===== config.mk =====
export PLATFORM = sky130hd
export DESIGN_NAME = dmem_arbiter
export DESIGN_NICKNAME = d
export VERILOG_FILES = /design/src/rtl/dmem_arbiter.sv
export SDC_FILE = /design/constraint.sdc
export NUM_CORES = 1
export LEC_CHECK = 0
export CORE_ASPECT_RATIO = 0.6
export CORE_MARGIN = 1.5
export CORE_UTILIZATION = 38
export DETAILED_ROUTE_END_ITERATION = 10
export GPL_ROUTABILITY_DRIVEN = 0
export HOLD_SLACK_MARGIN = 0.1
export PLACE_DENSITY = 0.76
export SLEW_MARGIN = 20
export SYNTH_ARGS = -nofsm -noshare
export SYNTH_HDL_FRONTEND = slang
export SYNTH_SLANG_ARGS = --single-unit

===== constraint.sdc =====
create_clock -name clk -period 1.9 [get_ports clk]
set_input_delay 0.57 -clock clk [delete_from_list [all_inputs] [get_ports clk]]
set_output_delay 0.57 -clock clk [all_outputs]
set_load 0.005 [all_outputs]

===== src/rtl/dmem_arbiter.sv =====
// dmem_arbiter: round-robin arbiter between a CPU port and a host/debug
// loader port sharing one synchronous single-port data RAM.
//
// Handshake: a requester raises req with we/addr/wdata stable and holds them
// until it sees a one-cycle ack pulse. rdata (reads) and err are valid only
// while that ack is high. req is sampled only while the arbiter is IDLE.
// The RAM side returns mem_rdata one cycle after the cycle with mem_en = 1.
// Misaligned addresses (addr[1:0] != 0) never reach the RAM. They are acked
// one cycle after they are sampled, with err = 1 and rdata = 0.
module dmem_arbiter #(
   parameter int n    = 32,
   parameter int CNTW = 16
) (
   input  logic            clk,
   input  logic            reset,
   input  logic            cpu_req,
   input  logic            cpu_we,
   input  logic [n-1:0]    cpu_addr,
   input  logic [n-1:0]    cpu_wdata,
   output logic [n-1:0]    cpu_rdata,
   output logic            cpu_ack,
   input  logic            host_req,
   input  logic            host_we,
   input  logic [n-1:0]    host_addr,
   input  logic [n-1:0]    host_wdata,
   output logic [n-1:0]    host_rdata,
   output logic            host_ack,
   output logic            err,
   output logic            mem_en,
   output logic            mem_we,
   output logic [n-1:0]    mem_addr,
   output logic [n-1:0]    mem_wdata,
   input  logic [n-1:0]    mem_rdata,
   output logic [CNTW-1:0] cpu_count,
   output logic [CNTW-1:0] host_count,
   output logic [1:0]      dbg_state
);

   typedef enum logic [1:0] {
      IDLE  = 2'd0,
      ISSUE = 2'd1,
      READ  = 2'd2,
      ACK   = 2'd3
   } state_t;

   localparam logic [CNTW-1:0] CNT_MAX = '1;

   state_t         state;
   state_t         state_next;
   logic           gnt_host;   // requester owning the transaction in flight
   logic           rr_host;    // 1: host wins the next tie, 0: CPU wins
   logic           lat_we;     // latched write enable of the transaction
   logic           any_req;
   logic           pick_host;
   logic           sel_we;
   logic [n-1:0]   sel_addr;
   logic [n-1:0]   sel_wdata;
   logic           misaligned;
   logic           gnt_next;

   assign dbg_state = state;

   // Arbitration choice, request mux and next-state decode.
   always_comb begin
      any_req    = cpu_req | host_req;
      pick_host  = (cpu_req && host_req) ? rr_host : host_req;
      sel_we     = pick_host ? host_we    : cpu_we;
      sel_addr   = pick_host ? host_addr  : cpu_addr;
      sel_wdata  = pick_host ? host_wdata : cpu_wdata;
      misaligned = (sel_addr[1:0] != 2'b00);
      gnt_next   = (state == IDLE) ? pick_host : gnt_host;
      state_next = state;
      case (state)
         IDLE:    if (any_req) state_next = misaligned ? ACK : ISSUE;
         ISSUE:   state_next = READ;
         READ:    state_next = ACK;
         ACK:     state_next = IDLE;
         default: state_next = IDLE;
      endcase
   end

   // FSM state register.
   always_ff @(posedge clk or negedge reset) begin
      if (!reset) state <= IDLE;
      else        state <= state_next;
   end

   // Grant latch, round-robin pointer, RAM strobes and ack/err pulses.
   always_ff @(posedge clk or negedge reset) begin
      if (!reset) begin
         gnt_host  <= 1'b0;
         rr_host   <= 1'b0;
         lat_we    <= 1'b0;
         mem_en    <= 1'b0;
         mem_we    <= 1'b0;
         mem_addr  <= '0;
         mem_wdata <= '0;
         cpu_ack   <= 1'b0;
         host_ack  <= 1'b0;
         err       <= 1'b0;
      end else begin
         if (state == IDLE && any_req) begin
            gnt_host <= pick_host;
            rr_host  <= !pick_host;
            lat_we   <= sel_we;
         end
         mem_en <= (state_next == ISSUE);
         mem_we <= (state_next == ISSUE) && sel_we;
         if (state_next == ISSUE) begin
            mem_addr  <= sel_addr;
            mem_wdata <= sel_wdata;
         end
         cpu_ack  <= (state_next == ACK) && !gnt_next;
         host_ack <= (state_next == ACK) && gnt_next;
         err      <= (state == IDLE) && (state_next == ACK);
      end
   end

   // Per-requester read data and saturating transaction counters.
   always_ff @(posedge clk or negedge reset) begin
      if (!reset) begin
         cpu_rdata  <= '0;
         host_rdata <= '0;
         cpu_count  <= '0;
         host_count <= '0;
      end else begin
         if (state == READ && !lat_we) begin
            if (gnt_host) host_rdata <= mem_rdata;
            else          cpu_rdata  <= mem_rdata;
         end
         if (state == IDLE && state_next == ACK) begin
            if (pick_host) host_rdata <= '0;
            else           cpu_rdata  <= '0;
         end
         if (state_next == ACK) begin
            if (gnt_next) begin
               if (host_count != CNT_MAX) host_count <= host_count + CNTW'(1);
            end else begin
               if (cpu_count != CNT_MAX) cpu_count <= cpu_count + CNTW'(1);
            end
         end
      end
   end

endmodule


==> run_results.csv, run 1 <==
group,metric,value,unit
run_status,outcome,"complete, but fails checks",
run_status,violations,"setup timing",
clocking,cts-root-buf,"clkbuf_16",
pwr,p_comb_share,61.0,%
sta,setup_viol,153,
sta,clock_skew,0.0131,ns
clocking,cts_sinks,170,
clocking,cts_tree,"built",
synth,yosys.area.top_type_share,56.2,%
floorplanning,io_pins,333,
drt,via_per_inst,5.37,
clocking,htreeDepth,4,
pwr,peakVddDrop,0.00109,V
pwr,leakage,6.88,nW
synth,synthCells,831,
pwr,p_per_area,1750,mW/mm²
synth,yosysWarnings,0,
synth,ys_async_sr_fraction,100,%
placement,portBuffers,332,
global_routing,grt-ovfl-total,0,
floorplanning,die_x,185,µm
cells_and_area,fin_nets,1468,
pwr,power_frac_clock,14.8,%
sta,worst_slack,-0.209,ns
pwr,total_power,25.9,mW
floorplanning,design.core.area,0.0193,mm²
pwr,p_int,16.1,mW
setup_path,critical_path_arrival,2.45,ns
setup_path,critical_path_class,"input port to register",
synth,synth_nets,1002,
synth,synth_edf_count,0,
synth,synth_flop_cell,"dfrtp_1",
synth,synth_area,0.00756,mm²
sta,rsz0062_at_grt,"yes",
cells_and_area,drive_gt1_share,30.6,%
drt,initialDrtViolationCount,648,
sta,hold_viol_final,0,
clocking,numCtsBuffers,17,
global_routing,grtUsageTotal,27.5,%
placement,dp_hpwl,18.5,mm
drt,routedWlPerCell,21.0,µm
worst_hold_path,hold_class,"register to register",
global_routing,grt_max_degree,44,
sta,period_needed,2.11,ns
global_routing,grt_pass1_vias,7897,
drt,ant_nets,0,
pwr,switching_share,37.9,%
cells_and_area,fillers,1126,
pwr,pwr-share-seq,24.2,%
synth,ys_ff_latch,170,
sta,max-slew-margin-rel,71.7,%
floorplanning,start_util,39.2,%
sta,fmax,0.474,GHz
job,drv_cap,0,
synth,ys_types,44,
pwr,p_switching,9.83,mW
clocking,clkLatencyLatePin,0.43,ns
setup_path,r2r_slack,-0.21,ns
synth,ys_top_cells_by_area,"dfrtp_1, nand2_1, a31oi_1",
cells_and_area,multiInputGateArea,0.00418,mm²
drt,num_vias,8467,
floorplanning,dieArea,0.0208,mm²
clocking,cts_buffer_depth,2,
setup_path,cp.required,2.24,ns
drt,dr.pass1.iters,5,
sta,post-route-period-util,111,%
cells_and_area,area.growth.synth_to_final,96.2,%
global_routing,grt_pass1_wl,43.7,mm
global_routing,antenna_found_initial,3,
setup_path,cp_max_fo,7,
cells_and_area,seq_area,0.00427,mm²
setup_path,worstSetupEndpointType,"register",
sta,report.final.slew_viol_count,0,
floorplanning,row_count,39,
drt,routed_wl,33.1,mm
synth,avgSynthCellArea,9.10,µm²
synth,seq_area_frac_synth,56.2,%
synth,yosysTopAreaCell,"dfrtp_1",
floorplanning,die_height,112,µm
drt,drc,0,
cells_and_area,final_util,77.0,%
setup_path,start_kind,"input port",
clocking,clkTransAtPathRegs,0.07,ns
sta,tightest_slew,0.425,ns
## layout make-up
type | count | share of cell area [%]
Timing Repair Buffer | 501 | 36.4
Sequential cell | 170 | 28.8
Multi-Input combinational cell | 599 | 28.1
Clock buffer | 19 | 2.98
Tap cell | 266 | 2.24
Clock inverter | 12 | 1.26
Inverter | 8 | 0.202
Antenna cell | 2 | 0.0337
## critical path, stage by stage
cell           delay (ns)
dlygate4sd2_1        0.28
buf_6                0.15
o31ai_2              0.17
buf_4                0.15
a31oi_4              0.05
buf_6                0.14
nor3_4               0.23
buf_6                0.21
buf_6                0.15
buf_16               0.15
nor2_2               0.04
a31oi_1              0.16
## cell usage in the layout (no fill, tap or decap), types with 3 or more instances in the layout
master,count
a21oi_1,3
nor4_4,5
a21oi_2,58
buf_6,24
nor2_2,20
a21oi_4,6
a31oi_2,3
nor3_4,16
clkinvlp_4,3
nor2_1,19
bufinv_16,4
clkbuf_16,25
and4_1,4
xor2_1,17
dlymetal6s2s_1,64
nor2_4,35
o21ai_0,3
nand3_2,3
nand4_1,18
xnor2_1,12
clkdlybuf4s50_1,222
and3_1,3
dfrtp_1,159
nand2_1,267
mux2_4,3
ha_4,3
a31oi_1,47
nand3_1,7
buf_16,8
buf_4,102
buf_12,23
dlygate4sd2_1,44
inv_2,4
buf_8,4
inv_1,4
dfrtp_2,11
a31oi_4,14
## stage by stage
step                hold slack (ns)  setup TNS (ns)  area (µm²)  cells  worst slack (ns)
floorplan                     0.274          -10.97        7670    831            -0.147
global placement              0.494          -94.09       11800   1446            -0.623
detailed placement            0.488          -96.68       11800   1446            -0.652
CTS                           0.521           -6.76       13400   1525            -0.141
global route                  0.542          -30.65       14800   1576            -0.285
finish                        0.531          -20.03       14800   1577            -0.209
## synth_stat cells (2+ instances only)
master / instances
a21oi_1: 67
a31oi_1: 63
and2_1: 3
and3_1: 4
and4_1: 4
buf_2: 19
buf_6: 2
clkbuf_1: 32
dfrtp_1: 170
ha_1: 5
inv_1: 8
mux2_2: 3
nand2_1: 269
nand3_1: 10
nand4_1: 18
nor2_1: 74
nor2b_1: 3
nor3_1: 10
nor3_2: 8
nor4_1: 3
nor4_2: 3
o21ai_0: 3
xnor2_1: 13
xor2_1: 17
## timing repair
item                       in CTS  in global routing
setup buffers                  36                 47
gates cloned                   11                  9
setup endpoints to repair     213                236
pin swaps                      16                 34
hold endpoints to repair       31                  0
hold buffers                    1                  0
resized for setup             170                235
## routing by layer
layer / wire length, µm / GRT usage, % / vias up
met5: 12 / 0 / -
met4: 1190 / 9.21 / 2
met3: 3010 / 7.92 / 101
met2: 15700 / 43.9 / 506
met1: 13200 / 35.9 / 4117
li1: - / - / 3741
## power groups by stage
stage               Sequential [mW]  Clock (mW)  Combinational [mW]
floorplan                      6.20           0                4.22
global placement               6.11           0                9.52
detailed placement             6.17           0                9.75
CTS                            6.18        3.83                12.8
global route                   6.40        4.04                16.7
finish                         6.27        3.82                15.8
## logic make-up after synthesis
group                      count (synthesis)  synth area share (%)
AOI/OAI and AO/OA                        141                  10.9
DFF                                      170                  56.2
buffers and inverters                     62                  3.64
adders and majority gates                  5                 0.827
and+or+nand+nor                          418                  24.0
muxes                                      5                 0.877
xor gates and xnor gates                  30                  3.47
## final timing paths
kind                                 from             end  cells past startpoint
setup / recovery                 host_req   mem_wdata[29]                     12
hold / removal             host_rdata[23]  host_rdata[23]                      2
setup reg to reg             dbg_state[1]   mem_wdata[29]                     11
hold reg to reg            host_rdata[23]  host_rdata[23]                      2
max in group asynchronous           reset   cpu_count[11]                      3
min in group asynchronous           reset    mem_addr[23]                      2
## flip-flops by register name (all words and copies together) (netlist names)
signal,flops
lat_we,1
host_ack,1
host_count,16
host_rdata,32
mem_wdata,32
gnt_host,1
mem_we,1
dbg_state,2
mem_en,1
rr_host,1
cpu_rdata,32
cpu_count,16
err,1
cpu_ack,1
mem_addr,32
(Power assumes the default switching activity.)
==> run 2: changes to the inputs <==
--- a/config.mk
+++ b/config.mk
@@ -8,6 +8,7 @@
 export CORE_ASPECT_RATIO = 0.6
 export CORE_MARGIN = 1.5
 export CORE_UTILIZATION = 38
+export CTS_CLUSTER_DIAMETER = 150
 export DETAILED_ROUTE_END_ITERATION = 10
 export GPL_ROUTABILITY_DRIVEN = 0
 export HOLD_SLACK_MARGIN = 0.1
==> results of run 2 <==
The final DEF is identical to that of run 1; final timing and power are the same.
==> run 3: changes to the inputs <==
==> constraint.sdc (replaced) <==
create_clock -name clk -period 1.81 [get_ports clk]
set_input_delay 0.543 -clock clk [delete_from_list [all_inputs] [get_ports clk]]
set_output_delay 0.543 -clock clk [all_outputs]
set_load 0.005 [all_outputs]
==> run 3 against run 2 <==
  * Critical path type is now register to register
  * Final area decreased by 4.2%
  * Via count fell by 1.1%
  * Highest routed layer is now met4
  * Largest power group unchanged
  * The run still ends with setup timing left
  * Critical path depth fell by 1
  * Largest cell class unchanged
  * Critical endpoint is now mem_wdata[17]
==> run_results.csv, run 3 (same netlist as run 1, synthesis figures left out) <==
group,metric,value,unit
drt,routed_wl,32.8,mm
run_status,outcome,"complete, but fails checks",
clocking,cts_buffer_depth,2,
setup_path,rr_startpoint,"dbg_state[0]",
floorplanning,die_x,185,µm
sta,post-route-period-util,117,%
setup_path,cp_max_fo,6,
sta,hold_viol_final,0,
sta,setup_viol,162,
global_routing,grtUsageTotal,28.6,%
floorplanning,dieArea,0.0208,mm²
sta,worst_slack,-0.306,ns
drt,via_per_inst,5.32,
cells_and_area,fillers,1242,
drt,drc,0,
global_routing,grt_max_degree,66,
worst_hold_path,hold_start,"cpu_rdata[24]",
drt,routedWlPerCell,20.8,µm
floorplanning,die_height,112,µm
placement,dp_cells,1456,
global_routing,grt_pass1_wl,45.4,mm
drt,num_vias,8372,
cells_and_area,fin_nets,1465,
sta,fin_setup_tns,-30.09,ns
cells_and_area,final_util,73.8,%
cells_and_area,drive_gt1_share,28.8,%
setup_path,critical_path_class,"register to register",
clocking,clkTransAtPathRegs,0.07,ns
pwr,peakVddDrop,0.000923,V
pwr,leakage,6.45,nW
clocking,cts_sinks,170,
floorplanning,io_pins,333,
sta,rsz0062_at_grt,"yes",
clocking,clkLatencyLatePin,0.42,ns
setup_path,start_kind,"register",
sta,tightest_slew,0.524,ns
sta,fin_hold_ws,0.531,ns
placement,dp_hpwl,18.9,mm
global_routing,grt_pass1_vias,8159,
cells_and_area,area.growth.synth_to_final,88.0,%
cells_and_area,layout_commonest_cell,"nand2_1",
job,drv_cap,0,
global_routing,antenna_found_initial,2,
sta,report.final.slew_viol_count,0,
floorplanning,design.core.area,0.0193,mm²
drt,dr.pass1.iters,5,
cells_and_area,fin_cells,1575,
floorplanning,row_count,39,
setup_path,worstSetupEndpointType,"register",
setup_path,cp.required,2.14,ns
run_status,violations,"setup timing",
cells_and_area,final_cell_mix,"nand2_1, dfrtp_1, dlygate4sd2_1",
sta,clock_skew,0.0129,ns
global_routing,grt-ovfl-total,0,
clocking,cts-root-buf,"clkbuf_16",
drt,initialDrtViolationCount,654,
sta,max-slew-margin-rel,65.0,%
cells_and_area,finish.instance_area,0.0142,mm²
floorplanning,start_util,39.2,%
clocking,numCtsBuffers,17,
clocking,htreeDepth,4,
worst_hold_path,hold_class,"register to register",
setup_path,cp-startpoint,"dbg_state[0]",
clocking,cts_tree,"built",
drt,ant_nets,0,
sta,fmax,0.473,GHz
placement,place_area,0.0119,mm²
sta,period_needed,2.12,ns
setup_path,critical_path_arrival,2.45,ns
pwr,p_per_area,1740,mW/mm²
placement,portBuffers,332,
## run 3: cell count changes in the layout (fill, tap and decap cells not counted), moves of 13 or more
cell and delta:
nor2_4 -21, nor2_1 +14, dlymetal6s2s_1 -64, buf_4 -13, a31oi_1 +13, buf_6 +13
clkdlybuf4s50_1 -62, dlygate4sd2_1 +120
## run 3: power by group
part           internal [mW]  switching (mW)  leakage (nW)
logic                   7.69            6.97          4.10
registers               5.46           0.996          2.07
clock network           2.02            1.66         0.283
## run 3: final cells by class
| type | count | area, µm² | share of cell area [%] |
|---|---|---|---|
| clock inverters | 12 | 131 | 0.924 |
| repair buffers | 498 | 5040 | 35.4 |
| multi-input cells | 599 | 3970 | 27.9 |
| diodes | 2 | 5.00 | 0.0352 |
| clock buffers | 20 | 457 | 3.21 |
| well taps | 266 | 333 | 2.34 |
| flip-flops and latches | 170 | 4260 | 30.0 |
| inverters | 8 | 30.0 | 0.211 |
## run 3: critical path, cell delays in order (launching register included)
cell,delay (ns)
dfrtp_1,0.39
inv_2,0.10
buf_6,0.12
ha_4,0.14
nor2_2,0.04
a21o_1,0.20
buf_6,0.14
nor3_4,0.29
buf_6,0.22
buf_12,0.16
nor2_4,0.03
a31oi_1,0.19
## run 3: repair_timing
action,4_1_cts,5_1_grt
gates cloned,9,9
hold endpoints to repair,17,0
hold buffers,1,0
pin swaps,44,42
gates resized for setup,287,145
setup buffers,58,15
endpoints found under the setup margin,332,170
## run 3: layer usage
metal / vias to the layer above / GRT usage [%] / part of all wire, %
met5: - / 0 / 0
met4: 0 / 10.1 / 3.0
met1: 4108 / 36.7 / 39
met2: 451 / 46.5 / 48
li1: 3735 / - / -
met3: 78 / 8.27 / 9.6
## run 3: path summary, 6_finish.rpt
kind / endpoint / depth (start not counted) / slack, ns
worst max-delay path: mem_wdata[17] / 11 / -0.31
worst min-delay path: cpu_rdata[24] / 2 / 0.53
worst max register to register: mem_wdata[17] / 11 / -0.31
worst min register to register: cpu_rdata[24] / 2 / 0.53
max in group asynchronous: mem_wdata[30] / 3 / 0.65
min in group asynchronous: mem_addr[30] / 2 / 0.54
## run 3: stage by stage
| step | worst slack (ns) | total power [mW] |
|---|---|---|
| floorplan | -0.210 | 11.0 |
| global placement | -0.740 | 16.6 |
| detailed placement | -0.846 | 16.9 |
| CTS | -0.207 | 22.2 |
| global route | -0.379 | 26.0 |
| finish | -0.306 | 24.8 |
